`config.mk`:
```
export PLATFORM = sky130hd
export DESIGN_NAME = aux_input_conditioner
export DESIGN_NICKNAME = d
export VERILOG_FILES = /design/src/rtl/aux_input_conditioner.sv
export SDC_FILE = /design/constraint.sdc
export NUM_CORES = 1
export LEC_CHECK = 0
export ABC_CLOCK_PERIOD_IN_PS = 4800
export CAP_MARGIN = 25
export CORE_MARGIN = 2
export CORE_UTILIZATION = 54
export DETAILED_ROUTE_END_ITERATION = 8
export PLACE_DENSITY_LB_ADDON = 0.08
export SYNTH_ARGS = -nofsm -noshare
export SYNTH_HDL_FRONTEND = slang
export SYNTH_SLANG_ARGS = --single-unit
export TNS_END_PERCENT = 20
```
`constraint.sdc`:
```
create_clock -name clk -period 4.8 [get_ports clk]
set_input_delay 0.96 -clock clk [delete_from_list [all_inputs] [get_ports clk]]
set_output_delay 0.96 -clock clk [all_outputs]
set_load 0.01 [all_outputs]
```
`src/rtl/aux_input_conditioner.sv`:
```
// aux_input_conditioner: synchronises and debounces the slide switches and the
// resume push-button. Produces stable switch levels with a change strobe, plus
// clean press / auto-repeat / release pulses for the button.
module aux_input_conditioner #(
    parameter int SwtBit            = 16,
    parameter int TickCnt           = 100000,
    parameter int StableTicks       = 8,
    parameter int RepeatDelayTicks  = 500,
    parameter int RepeatPeriodTicks = 100
) (
    input  logic              clk,
    input  logic              rst,
    input  logic [SwtBit-1:0] i_swt_raw,
    input  logic              i_btn_raw,
    output logic [SwtBit-1:0] o_swt,
    output logic              o_swt_changed,
    output logic              o_btn_level,
    output logic              o_btn_pulse,
    output logic              o_btn_release
);

    // Switches occupy the low channels; the button is the top channel.
    localparam int NumCh  = SwtBit + 1;
    localparam int BtnCh  = SwtBit;
    localparam int TickW  = $clog2(TickCnt);
    localparam int DebW   = $clog2(StableTicks + 1);
    localparam int RepMax = (RepeatDelayTicks > RepeatPeriodTicks) ? RepeatDelayTicks : RepeatPeriodTicks;
    localparam int RepW   = $clog2(RepMax + 1);

    typedef enum logic [1:0] {
        IDLE   = 2'd0,
        DELAY  = 2'd1,
        REPEAT = 2'd2
    } btn_state_t;

    logic [NumCh-1:0] r_meta;
    logic [NumCh-1:0] r_sync;
    logic [TickW-1:0] r_tick_cnt;
    logic             w_tick;
    logic [NumCh-1:0] r_deb;
    logic [DebW-1:0]  r_deb_cnt [NumCh];
    logic [NumCh-1:0] w_flip;
    logic             r_swt_changed;
    logic             w_btn_rise;
    logic             w_btn_fall;

    btn_state_t       r_state;
    btn_state_t       w_state_nxt;
    logic [RepW-1:0]  r_rep_cnt;
    logic [RepW-1:0]  w_rep_nxt;
    logic [RepW-1:0]  w_rep_inc;
    logic             w_pulse_nxt;
    logic             w_release_nxt;
    logic             r_btn_pulse;
    logic             r_btn_release;

    // Two-flop synchroniser for every raw pad; only the second stage is used.
    always_ff @(posedge clk or posedge rst) begin
        if (rst) begin
            r_meta <= '0;
            r_sync <= '0;
        end else begin
            r_meta <= {i_btn_raw, i_swt_raw};
            r_sync <= r_meta;
        end
    end

    // Free-running sample tick divider, wrapping at TickCnt-1.
    always_ff @(posedge clk or posedge rst) begin
        if (rst) begin
            r_tick_cnt <= '0;
        end else if (w_tick) begin
            r_tick_cnt <= '0;
        end else begin
            r_tick_cnt <= r_tick_cnt + TickW'(1);
        end
    end

    assign w_tick = (r_tick_cnt == TickW'(TickCnt - 1));

    // A channel flips when this tick would be the StableTicks-th disagreeing sample.
    always_comb begin
        w_flip = '0;
        for (int i = 0; i < NumCh; i++) begin
            w_flip[i] = w_tick && (r_sync[i] != r_deb[i]) &&
                        (r_deb_cnt[i] == DebW'(StableTicks - 1));
        end
    end

    // Per-channel debounce: count disagreeing ticks, clear on agreement.
    always_ff @(posedge clk or posedge rst) begin
        if (rst) begin
            r_deb <= '0;
            for (int i = 0; i < NumCh; i++) begin
                r_deb_cnt[i] <= '0;
            end
        end else if (w_tick) begin
            for (int i = 0; i < NumCh; i++) begin
                if (w_flip[i]) begin
                    r_deb[i]     <= ~r_deb[i];
                    r_deb_cnt[i] <= '0;
                end else if (r_sync[i] != r_deb[i]) begin
                    r_deb_cnt[i] <= r_deb_cnt[i] + DebW'(1);
                end else begin
                    r_deb_cnt[i] <= '0;
                end
            end
        end
    end

    // Change strobe registered alongside the flip so it lines up with the new o_swt.
    always_ff @(posedge clk or posedge rst) begin
        if (rst) begin
            r_swt_changed <= 1'b0;
        end else begin
            r_swt_changed <= |w_flip[SwtBit-1:0];
        end
    end

    assign w_btn_rise = w_flip[BtnCh] && !r_deb[BtnCh];
    assign w_btn_fall = w_flip[BtnCh] &&  r_deb[BtnCh];
    assign w_rep_inc  = r_rep_cnt + RepW'(1);

    // Button FSM next-state logic; a debounced fall overrides everything else.
    always_comb begin
        w_state_nxt   = r_state;
        w_rep_nxt     = r_rep_cnt;
        w_pulse_nxt   = 1'b0;
        w_release_nxt = 1'b0;
        if (w_btn_fall) begin
            w_state_nxt   = IDLE;
            w_rep_nxt     = '0;
            w_release_nxt = 1'b1;
        end else begin
            case (r_state)
                IDLE: begin
                    if (w_btn_rise) begin
                        w_state_nxt = DELAY;
                        w_rep_nxt   = '0;
                        w_pulse_nxt = 1'b1;
                    end
                end
                DELAY: begin
                    if ((RepeatDelayTicks != 0) && w_tick) begin
                        if (w_rep_inc == RepW'(RepeatDelayTicks)) begin
                            w_state_nxt = REPEAT;
                            w_rep_nxt   = '0;
                            w_pulse_nxt = 1'b1;
                        end else begin
                            w_rep_nxt = w_rep_inc;
                        end
                    end
                end
                REPEAT: begin
                    if (w_tick) begin
                        if (w_rep_inc == RepW'(RepeatPeriodTicks)) begin
                            w_rep_nxt   = '0;
                            w_pulse_nxt = 1'b1;
                        end else begin
                            w_rep_nxt = w_rep_inc;
                        end
                    end
                end
                default: begin
                    w_state_nxt = IDLE;
                    w_rep_nxt   = '0;
                end
            endcase
        end
    end

    // Button FSM state, repeat counter and registered pulse outputs.
    always_ff @(posedge clk or posedge rst) begin
        if (rst) begin
            r_state       <= IDLE;
            r_rep_cnt     <= '0;
            r_btn_pulse   <= 1'b0;
            r_btn_release <= 1'b0;
        end else begin
            r_state       <= w_state_nxt;
            r_rep_cnt     <= w_rep_nxt;
            r_btn_pulse   <= w_pulse_nxt;
            r_btn_release <= w_release_nxt;
        end
    end

    assign o_swt         = r_deb[SwtBit-1:0];
    assign o_btn_level   = r_deb[BtnCh];
    assign o_swt_changed = r_swt_changed;
    assign o_btn_pulse   = r_btn_pulse;
    assign o_btn_release = r_btn_release;

endmodule

```
==> metrics <==
outcome=completed; Distinct cells, synth=between 50 and 60; Layout Skew=0.00655 ns; Slew headroom=roughly 47%; Initial DRT Pass Iterations=5; die area=approximately 14,000 µm²; Synth area leaders=dfrtp_1 (54%), nand2_1 (7.3%), ha_1 (4.1%); CP bufs+invs=1; Yosys reg bits=150; global-route wire length before repair=~24 mm; most frequent cells in the layout=dfrtp_1 (150), nand2_1 (136), nand3_1 (51), nor2_1 (44), o21ai_0 (42); setup TNS=0 ns; setup violators final=0; port buffer count=38; total CTS buffers=17; vias in the first global route=5,038; Reg clk slew, reported paths=0.06 ns; CTS Hold Bufs=0; worst ir drop on vdd=257 µV; Placed Area=7540 µm²; Mean Syn Cell Area=10.3 µm²; crit-path max FO=16; H-tree depth=4; WP data required=5.12 ns; Die H=118 µm; mapped cell area=6960 µm²; total power=2760 µW; Worst Setup End Kind=flip-flop; Leak=0.00378 µW; commonest non-fill, non-tap cell in the layout=dfrtp_1; CP peak stage delay=about 0.86 ns; via count=about 5,000; DP HPWL=8.96 mm; Longest Clk Path Bufs=2; CTS root buf=clkbuf_16; number of max-cap violations=0; CTS tree=done; crit path DAT=around 3.4 ns; yosys synthesis warning count=0; Final Hold Viols=0; num rows=between 40 and 50; Synth area leader=dfrtp_1; Startpoint Class=flip-flop; fill count=1,015; largest net degree at the start of global routing=71; Fmax=roughly 320 MHz; Wirelength per Cell=15.1 µm; fin area=just over 8000 µm²; initial antenna violation count=0; fraction of registers with async set/reset=100%; worst skew pair latency=0.43 ns; number of synthesized flops with an enable pin=0; max-slew violation count=0; Post-CTS Setup Repair Bufs=0; Routed WL=13.6 mm; Die W=around 120 µm; DRC=0; vias per cell=roughly 5.6; post-cts sizing count=0; nets@finish=761; Hold WC Path Type=flip-flop to flip-flop; WS Path Type=flip-flop to flip-flop; fin crit share=64.2%; share of cells above drive strength 1=around a tenth; syn_nets=716; Slowest-stage cell, CP=or4_1; Primary FF master, synth=dfrtp_1; CP Cell Sequence=or4b_1 > or4_1 > buf_4 > a21o_1 > a21oi_2 > o21ai_0 > a32o_1; core area=12,600 µm²; top-level port count=39; clk sink count=150; Final min period=3.08 ns; GPL Wtd Cong=0.827; Overflow after GRT=0; area grow syn2layout=17.4%; initial cell density of the core=55.2%; post-route antenna net violation count=0; Mapped Cells=674; CP top delay family=simple AND/OR/NAND/NOR gates; Synth top area share=between 50% and 60%; Iteration-0 DRC Markers=348; PwrDens=approximately 340 nW/µm²; GRT Util Overall=21.7%; sequential-to-total area share from yosys stat=53.9%; RSZ-0062 raised after global routing=no; antenna cells=0; Worst Max-Slew Pin Slew=0.798 ns
[final cells by class]
type                            instances  area [µm²]  area share (%)
Clock buffer                           20         457            5.59
Clock inverter                         12         175            2.14
Inverter                               11        45.0           0.551
Multi-Input combinational cell        494        3070            37.6
Sequential cell                       150        3750            45.9
Tap cell                              172         215            2.63
Timing Repair Buffer                   45         458            5.60
[metrics by stage]
| stage | cells | utilization (%) | hold WS (ns) | setup slack, ns |
|---|---|---|---|---|
| 2_1_floorplan | 674 | - | 0.331 | 1.95 |
| 3_3_place_gp | 871 | 59.6 | 0.331 | 1.76 |
| 3_5_place_dp | 872 | 59.8 | 0.336 | 1.72 |
| 4_1_cts | 904 | 64.8 | 0.350 | 1.69 |
| 5_1_grt | 904 | 64.8 | 0.351 | 1.57 |
| 6_report | 904 | 64.8 | 0.348 | 1.72 |
[state kept, by name (all words and copies together) (netlist names)]
name and flops:
o_btn_pulse 1, r_rep_cnt 9, o_swt_changed 1, r_state 2
r_meta 17, r_deb 17, o_btn_release 1, r_tick_cnt 17
r_sync 17, r_deb_cnt 68
[Yosys cell counts (4+ instances only)]
| cell type | instances |
|---|---|
| dfrtp_1 | 150 |
| nand2_1 | 136 |
| nand3_1 | 51 |
| nor2_1 | 44 |
| o21ai_0 | 42 |
| ha_1 | 23 |
| xnor2_1 | 21 |
| o31ai_1 | 17 |
| xor2_1 | 17 |
| a21o_1 | 16 |
| mux2_2 | 13 |
| nand3b_1 | 12 |
| nor2b_1 | 12 |
| inv_1 | 11 |
| buf_2 | 10 |
| nor4b_2 | 10 |
| nand4_1 | 7 |
| clkbuf_1 | 6 |
| nor4_1 | 6 |
| a21oi_1 | 5 |
| and3_1 | 5 |
| o22ai_1 | 5 |
| a22o_1 | 4 |
| nor3_1 | 4 |
[report_power, final]
group | switching [µW] | internal [µW]
sequential | 6.67 | 1280
clock | 514 | 896
combinational | 42.3 | 24.6
[kinds of logic after synthesis]
| group | synth area share [%] |
|---|---|
| and+or+nand+nor | 22.5 |
| DFF | 53.9 |
| AOI/OAI and AO/OA | 9.99 |
| xor gates and xnor gates | 4.78 |
| buffers and inverters | 2.12 |
| adders and majority gates | 4.13 |
| muxes | 2.53 |
[path summary, 6_finish.rpt]
kind                               start      endpoint  depth (start not counted)  slack [ns]
hold / removal                 r_meta[6]     r_sync[6]                          0        0.35
setup reg to reg           r_tick_cnt[6]    r_state[0]                          7        1.72
max in group asynchronous            rst      r_deb[3]                          4        2.86
min in group asynchronous            rst  r_rep_cnt[8]                          2        0.96
setup / recovery           r_tick_cnt[6]    r_state[0]                          7        1.72
hold reg to reg                r_meta[6]     r_sync[6]                          0        0.35
[per-layer routing]
layer  global-route usage (%)  vias to the layer above  wire (µm)
li1                         -                     2458          -
met4                     7.61                        0        185
met2                     34.5                       90       6560
met3                     5.91                       18        570
met1                     29.0                     2489       6300
met5                        0                        -          0
Power figures use the tool's default switching activity.
